<file path="src/rtl/mips_pkg.sv">
// Shared pipeline definitions: default datapath widths and the packed control-bit bundle
// carried from ID_EX through EX_MEM to MEM_WB.
package mips_pkg;

    localparam int DATA_W_DEF = 16;
    localparam int REG_W_DEF  = 3;

    typedef struct packed {
        logic mem_to_reg;
        logic reg_write;
        logic mem_read;
        logic mem_write;
        logic branch;
    } ctrl_t;

    localparam ctrl_t CTRL_NOP = '0;

    // A bubble must never write state, so its control bits are forced to the NOP pattern.
    function automatic ctrl_t ctrl_gate(input ctrl_t ctrl, input logic valid);
        return valid ? ctrl : CTRL_NOP;
    endfunction

endpackage

</file>
<file path="src/rtl/sat_counter.sv">
// Saturating up-counter, falling-edge clocked with synchronous active-high clear.
module sat_counter #(
    parameter int W = 16
) (
    input  logic         clk,
    input  logic         rst,
    input  logic         inc,
    output logic [W-1:0] count
);

    always_ff @(negedge clk) begin
        if (rst) begin
            count <= '0;
        end else if (inc && (count != '1)) begin
            count <= count + W'(1);
        end
    end

endmodule

</file>
<file path="src/rtl/ex_mem_stage.sv">
// EX/MEM pipeline register with flush/hold control, branch resolution, EX forwarding
// source and stall/bubble performance counters. State moves on the falling edge of clk.
module ex_mem_stage
    import mips_pkg::*;
#(
    parameter int DATA_W       = DATA_W_DEF,
    parameter int REG_W        = REG_W_DEF,
    parameter int CNT_W        = 16,
    parameter bit ZERO_REG_FWD = 1'b0
) (
    input  logic              clk,
    input  logic              rst,
    input  logic              hit_in,
    input  logic              flush_in,
    input  logic              valid_in,
    input  logic [DATA_W-1:0] alu_result_in,
    input  logic [DATA_W-1:0] adder_result_in,
    input  logic [DATA_W-1:0] regfile_read_data_2_in,
    input  logic              zero_in,
    input  logic [REG_W-1:0]  mux_rd_rt_in,
    input  logic              MemToReg_in,
    input  logic              RegWrite_in,
    input  logic              MemRead_in,
    input  logic              MemWrite_in,
    input  logic              Branch_in,
    output logic [DATA_W-1:0] alu_result_out,
    output logic [DATA_W-1:0] adder_result_out,
    output logic [DATA_W-1:0] regfile_read_data_2_out,
    output logic              zero_out,
    output logic [REG_W-1:0]  mux_rd_rt_out,
    output logic              MemToReg_out,
    output logic              RegWrite_out,
    output logic              MemRead_out,
    output logic              MemWrite_out,
    output logic              Branch_out,
    output logic              valid_out,
    output logic              pc_src_out,
    output logic              fwd_en_out,
    output logic [REG_W-1:0]  fwd_reg_out,
    output logic [DATA_W-1:0] fwd_data_out,
    output logic [CNT_W-1:0]  stall_cnt_out,
    output logic [CNT_W-1:0]  bubble_cnt_out
);

    ctrl_t             ctrl_in, ctrl_q, ctrl_d;
    logic              valid_q, valid_d;
    logic [DATA_W-1:0] alu_q, alu_d, adder_q, adder_d, wdata_q, wdata_d;
    logic              zero_q, zero_d;
    logic [REG_W-1:0]  rd_q, rd_d;
    logic              stall_inc, bubble_inc;

    assign ctrl_in = '{mem_to_reg: MemToReg_in, reg_write: RegWrite_in, mem_read: MemRead_in,
                       mem_write: MemWrite_in, branch: Branch_in};

    // Flush wins over hold: it kills the instruction but leaves the datapath fields alone.
    always_comb begin
        valid_d = valid_q;
        ctrl_d  = ctrl_q;
        alu_d   = alu_q;
        adder_d = adder_q;
        wdata_d = wdata_q;
        zero_d  = zero_q;
        rd_d    = rd_q;
        if (flush_in) begin
            valid_d = 1'b0;
            ctrl_d  = CTRL_NOP;
        end else if (hit_in) begin
            valid_d = valid_in;
            ctrl_d  = ctrl_gate(ctrl_in, valid_in);
            alu_d   = alu_result_in;
            adder_d = adder_result_in;
            wdata_d = regfile_read_data_2_in;
            zero_d  = zero_in;
            rd_d    = mux_rd_rt_in;
        end
    end

    always_ff @(negedge clk) begin
        if (rst) begin
            valid_q <= 1'b0;
            ctrl_q  <= CTRL_NOP;
            alu_q   <= '0;
            adder_q <= '0;
            wdata_q <= '0;
            zero_q  <= 1'b0;
            rd_q    <= '0;
        end else begin
            valid_q <= valid_d;
            ctrl_q  <= ctrl_d;
            alu_q   <= alu_d;
            adder_q <= adder_d;
            wdata_q <= wdata_d;
            zero_q  <= zero_d;
            rd_q    <= rd_d;
        end
    end

    assign stall_inc  = !flush_in && !hit_in;
    assign bubble_inc = flush_in || (hit_in && !valid_in);

    sat_counter #(.W(CNT_W)) u_stall_cnt (
        .clk   (clk),
        .rst   (rst),
        .inc   (stall_inc),
        .count (stall_cnt_out)
    );

    sat_counter #(.W(CNT_W)) u_bubble_cnt (
        .clk   (clk),
        .rst   (rst),
        .inc   (bubble_inc),
        .count (bubble_cnt_out)
    );

    assign alu_result_out          = alu_q;
    assign adder_result_out        = adder_q;
    assign regfile_read_data_2_out = wdata_q;
    assign zero_out                = zero_q;
    assign mux_rd_rt_out           = rd_q;
    assign MemToReg_out            = ctrl_q.mem_to_reg;
    assign RegWrite_out            = ctrl_q.reg_write;
    assign MemRead_out             = ctrl_q.mem_read;
    assign MemWrite_out            = ctrl_q.mem_write;
    assign Branch_out              = ctrl_q.branch;
    assign valid_out               = valid_q;

    assign pc_src_out   = valid_q && ctrl_q.branch && zero_q;
    // Loads are excluded: their value only exists after MEM, so EX forwarding would be stale.
    assign fwd_en_out   = valid_q && ctrl_q.reg_write && !ctrl_q.mem_read
                          && ((rd_q != '0) || ZERO_REG_FWD);
    assign fwd_reg_out  = rd_q;
    assign fwd_data_out = alu_q;

endmodule

</file>
<file path="config.mk">
export PLATFORM = sky130hd
export DESIGN_NAME = ex_mem_stage
export DESIGN_NICKNAME = d
export VERILOG_FILES = /design/src/rtl/mips_pkg.sv /design/src/rtl/sat_counter.sv /design/src/rtl/ex_mem_stage.sv
export SDC_FILE = /design/constraint.sdc
export NUM_CORES = 1
export LEC_CHECK = 0
export CORE_UTILIZATION = 38
export DETAILED_ROUTE_END_ITERATION = 16
export PLACE_DENSITY = 0.83
export SLEW_MARGIN = 0
export SYNTH_ARGS = -nofsm -noshare
export SYNTH_HDL_FRONTEND = slang
export SYNTH_SLANG_ARGS = --single-unit
</file>
<file path="constraint.sdc">
create_clock -name clk -period 1.5 [get_ports clk]
set_input_delay 0.3 -clock clk [delete_from_list [all_inputs] [get_ports clk]]
set_output_delay 0.3 -clock clk [all_outputs]
set_load 0.03 [all_outputs]
</file>
==> flow_summary.yaml, run 1 <==
floorplan:
  ioPinCount: 173
  die_w_um: 102.2
  std_cell_rows: 36
  die-height_um: 102.2
  start_util_pct: 39.18
clock_network:
  numClockSinks: 90
  cts_buffers: 9
  root_buffer: "clkbuf_8"
  cts.path.max_buffers: 2
  hold_buffers: 0
  h-tree-depth: 3
global_route:
  grt_max_degree: 32
  grt_overflow: 4
  grt_usage_pct: 59.38
synthesis:
  yosysWarnings: 0
  syn_area_um2: 3812
  syn_avg_cell_area_um2: 8.252
  ys_types: 44
  synthCells: 462
  synthArstFlopShare_pct: 0
  synth-edff-count: 0
  syn-num-nets: 526
  ys.flop_type: "dfxtp_1"
  ys_ff_latch: 90
  seq_area_frac_synth_pct: 47.26
placed_design:
  gp_congestion: 0.8361
  io_buffers: 172
  dp_cells: 786
  hpwl_mm: 8.117
status:
  lastStage: "global routing"
  error: "[ERROR GRT-0232] Routing congestion too high. Check the congestion heatmap in the GUI."
  status: "stopped before the end"
sta:
  worst-ep-kind: "primary output"
  worst_endpoint: "fwd_en_out"
-- per-stage QoR --
stage | setup slack [ps] | area (µm²) | setup TNS [ps] | util [%] | hold slack (ps)
4_1_cts | -744.4 | 8686 | -71610 | 89.27 | 455.2
3_5_place_dp | -1263 | 5953 | -99750 | 61.19 | 441.3
3_3_place_gp | -1177 | 5953 | -96210 | 61.19 | 439.3
2_1_floorplan | -646.8 | 4244 | -34690 | - | 515.1
-- cell usage after synthesis, drive strengths merged, types with 4 or more instances --
| cell | n | share of area [%] |
|---|---|---|
| a211oi | 6 | 1.2 |
| mux2i | 6 | 1.6 |
| nand3 | 12 | 1.9 |
| dfxtp | 90 | 47 |
| xnor2 | 11 | 2.5 |
| nand2b | 7 | 1.1 |
| clkbuf | 21 | 2.1 |
| nand4 | 7 | 1.6 |
| nor3 | 5 | 0.79 |
| and3 | 8 | 1.4 |
| a21oi | 62 | 8.1 |
| buf | 23 | 4.5 |
| nor2 | 30 | 3.0 |
| o21ai | 7 | 0.92 |
| xor2 | 8 | 1.8 |
| inv | 6 | 0.59 |
| and4 | 4 | 0.92 |
| o2111ai | 4 | 0.92 |
| nand2 | 116 | 11 |
-- repair_timing --
item,in CTS
setup buffers,77
gates resized for setup,348
pin swaps,110
setup endpoints to repair,201
cloned,15
hold endpoints to repair,0
-- per-layer routing --
layer	overflow	GRT usage, %
met4	2	58.35
met1	0	58.79
met3	0	38.10
met2	2	82.76
met5	0	2.404
-- logic make-up after synthesis --
group	Yosys count	share of synthesized area, %
fa+ha+maj	2	0.6563
flops	90	47.26
mux	6	1.575
xor+xnor	19	4.365
buf+inv	51	7.352
compound gates	91	13.88
simple gates	203	24.91
==> run 2: changes to the inputs <==
CORE_UTILIZATION = 29   (was 38)
PLACE_DENSITY = unset   (was 0.83)
PLACE_DENSITY_LB_ADDON = 0.15   (was unset)
clock period = 2 ns   (was 1.5 ns; I/O delays follow)
==> run 2 against run 1 <==
Compared with the run above: the flow now finishes, with violations (negative setup slack); synthesized area is the same; synthesized cell count unchanged.
==> flow_summary.yaml, run 2 <==
status:
  status: "complete, but fails checks"
  violations: "negative setup slack"
min_path:
  min_path_type: "flop to flop"
drt:
  drt_iter0_markers: 126
  ant_nets: 0
  avgViaCountPerCell: 4.689
  routedWlPerCell_um: 14.73
  num_vias: 4511
  route.detailed.drc: 0
  drtPass1Iterations: 4
  totalWireLength_mm: 14.18
pwr:
  p_comb_share_pct: 16.4
  switching_share_pct: 31.48
  ir_drop_mv: 0.3371
  p_leak_nw: 3.728
  seqPwrFrac_pct: 36.2
  p_clk_share_pct: 47.4
  internal-power_mw: 3.623
  power_mw: 5.288
  power_switching_mw: 1.665
  power.density_nw_per_um2: 657.4
critical_path:
  start_kind: "flop"
  cp_max_fo: 2
  end_kind: "primary output"
  critical_path_class: "flop to primary output"
  slowest_delay_ps: 340
  critical_path_buf_inv_count: 1
  cp_slowest_cell: "dfxtp_4"
  cp_cell_sequence: "nor3_4 > nor3_2 > buf_4"
  cp.arrival_ps: 2170
  crit_family: "flip-flops"
  crit_required_ps: 1600
  rrSetupSlack_ps: 100
clock_network:
  numClockSinks: 90
  root_buffer: "clkbuf_16"
  clk_latency_ps: 410
  hold_buffers: 0
  h-tree-depth: 3
  clkTransAtPathRegs_ps: 30
  cts.path.max_buffers: 2
  cts_buffers: 9
  cts_tree: "done"
final_layout:
  postLayoutCellArea_um2: 8043
  n_antenna_cell: 0
  layout-drive-gt1-share_pct: 54.68
  syn_to_final_growth_pct: 111.0
  final_cell_mix: "buf_6 (131), inv_1 (97), nand2_1 (85)"
  num-nets-final: 850
  final_common_cell: "buf_6"
  fin_util_pct: 63.22
synthesis:
  ys_types: 44
  synthArstFlopShare_pct: 0
  yosys.area.top_type: "dfxtp_1"
  synthCells: 462
  synthTopCellsByArea: "dfxtp_1 (47%), nand2_1 (11%), a21oi_1 (8.1%)"
  syn-num-nets: 526
  syn_area_um2: 3812
  yosysWarnings: 0
  synth-edff-count: 0
  seq_area_frac_synth_pct: 47.26
  synth_compound_area_share_pct: 13.88
  synth_top_family_by_area: "simple AND/OR/NAND/NOR gates"
  yosys.area_share.adder_pct: 0.6564
  yosys-top-cells-count: "nand2_1 (116), dfxtp_1 (90), a21oi_1 (62)"
  syn_avg_cell_area_um2: 8.252
  yosysTopAreaCellShare_pct: 47.26
  yosysMostFrequentCell: "nand2_1"
  synthMuxAreaShare_pct: 1.575
  synthSimpleGateAreaFrac_pct: 24.91
  ys.flop_type: "dfxtp_1"
  synthXorXnorAreaFrac_pct: 4.365
  ys_ff_latch: 90
sta:
  clock-skew-final_ps: 19.09
  rsz0062_at_grt: "yes"
  maxSlewHeadroom_pct: 61.80
  slew_viol_final: 0
  timing_hold_violations_final: 0
  tightest_slew_ps: 570.9
  finalWorstSetupSlack_ps: -574.2
  setup_viol: 158
floorplan:
  core_area_um2: 12720
  die-height_um: 116.7
  start_util_pct: 29.97
  die_w_um: 116.7
  ioPinCount: 173
  dieArea_um2: 13610
  std_cell_rows: 41
global_route:
  grt_usage_pct: 19.21
  antenna_found_initial: 0
  grt_max_degree: 25
  grt_overflow: 0
  grt_pass1_wl_mm: 20.04
  grt_pass1_vias: 4400
placed_design:
  io_buffers: 172
  dp_slack_ps: -1135
  post_dp_cell_area_um2: 5802
  gp_congestion: 0.8364
  hpwl_mm: 8.137
run:
  max_cap_viol_count: 0
-- run 2: cell counts after synthesis --
Identical to the previous run, type by type.
-- run 2: path summary, 6_finish.rpt --
| check | startpoint | endpoint | depth (start not counted) |
|---|---|---|---|
| worst max-delay path | fwd_reg_out[2]$_SDFFE_NP0P_ | fwd_en_out | 3 |
| worst min-delay path | adder_result_out[8]$_SDFFE_NP0P_ | adder_result_out[8]$_SDFFE_NP0P_ | 2 |
| worst max register to register | u_stall_cnt.count[1]$_SDFFE_NP0P_ | u_stall_cnt.count[1]$_SDFFE_NP0P_ | 9 |
| worst min register to register | adder_result_out[8]$_SDFFE_NP0P_ | adder_result_out[8]$_SDFFE_NP0P_ | 2 |
-- run 2: layout make-up --
type                            count  area, µm²
Tap cell                          172      215.2
Sequential cell                    90       1957
Clock buffer                        9      225.2
Timing Repair Buffer              269       2867
Clock inverter                     96      416.7
Fill cell                        1093       4679
Inverter                            5      18.77
Multi-Input combinational cell    321       2344
-- run 2: cell families (layout without fill, tap and decap cells) --
| logic type | Yosys count | after routing |
|---|---|---|
| and+or+nand+nor | 203 | 203 |
| AOI/OAI and AO/OA | 91 | 91 |
| DFF | 90 | 90 |
| buffers and inverters | 51 | 379 |
| xor gates and xnor gates | 19 | 19 |
| muxes | 6 | 6 |
| adders and majority gates | 2 | 2 |
-- run 2: stage by stage --
stage	cells	setup TNS, ps	hold WS (ps)
after floorplan	462	-19780	515.1
after global placement	815	-80390	443.7
after detailed placement	815	-82770	447.3
after CTS	937	-35180	456.2
after global routing	962	-40080	475.3
final	962	-34710	453.8
-- run 2: repair_timing --
item | 4_1_cts | 5_1_grt
endpoints found under the setup margin | 201 | 187
cloned | 4 | 4
pin swaps | 25 | 67
setup buffers | 16 | 27
resized for setup | 250 | 128
-- run 2: per-layer routing --
layer | vias up | global-route usage [%] | share of wire, %
met4 | 0 | 11.31 | 1.6
li1 | 2193 | - | -
met5 | - | 0 | 0
met2 | 136 | 32.70 | 52
met3 | 16 | 7.421 | 5.8
met1 | 2166 | 20.20 | 40
-- run 2: power groups by stage --
| stage | registers, mW | clock network, mW | logic [mW] |
|---|---|---|---|
| finish | 1.91 | 2.51 | 0.867 |
| global route | 1.91 | 2.83 | 0.918 |
| CTS | 1.92 | 2.60 | 0.762 |
| detailed placement | 1.93 | 0.275 | 0.643 |
| global placement | 1.92 | 0.275 | 0.638 |
| floorplan | 2.04 | 0.275 | 0.223 |
-- run 2: tightest hold or removal path, stage by stage, from the launching register on --
cell,delay [ps]
dfxtp_2,310
nand2_1,50
a21oi_1,50
Power figures use the tool's default switching activity.
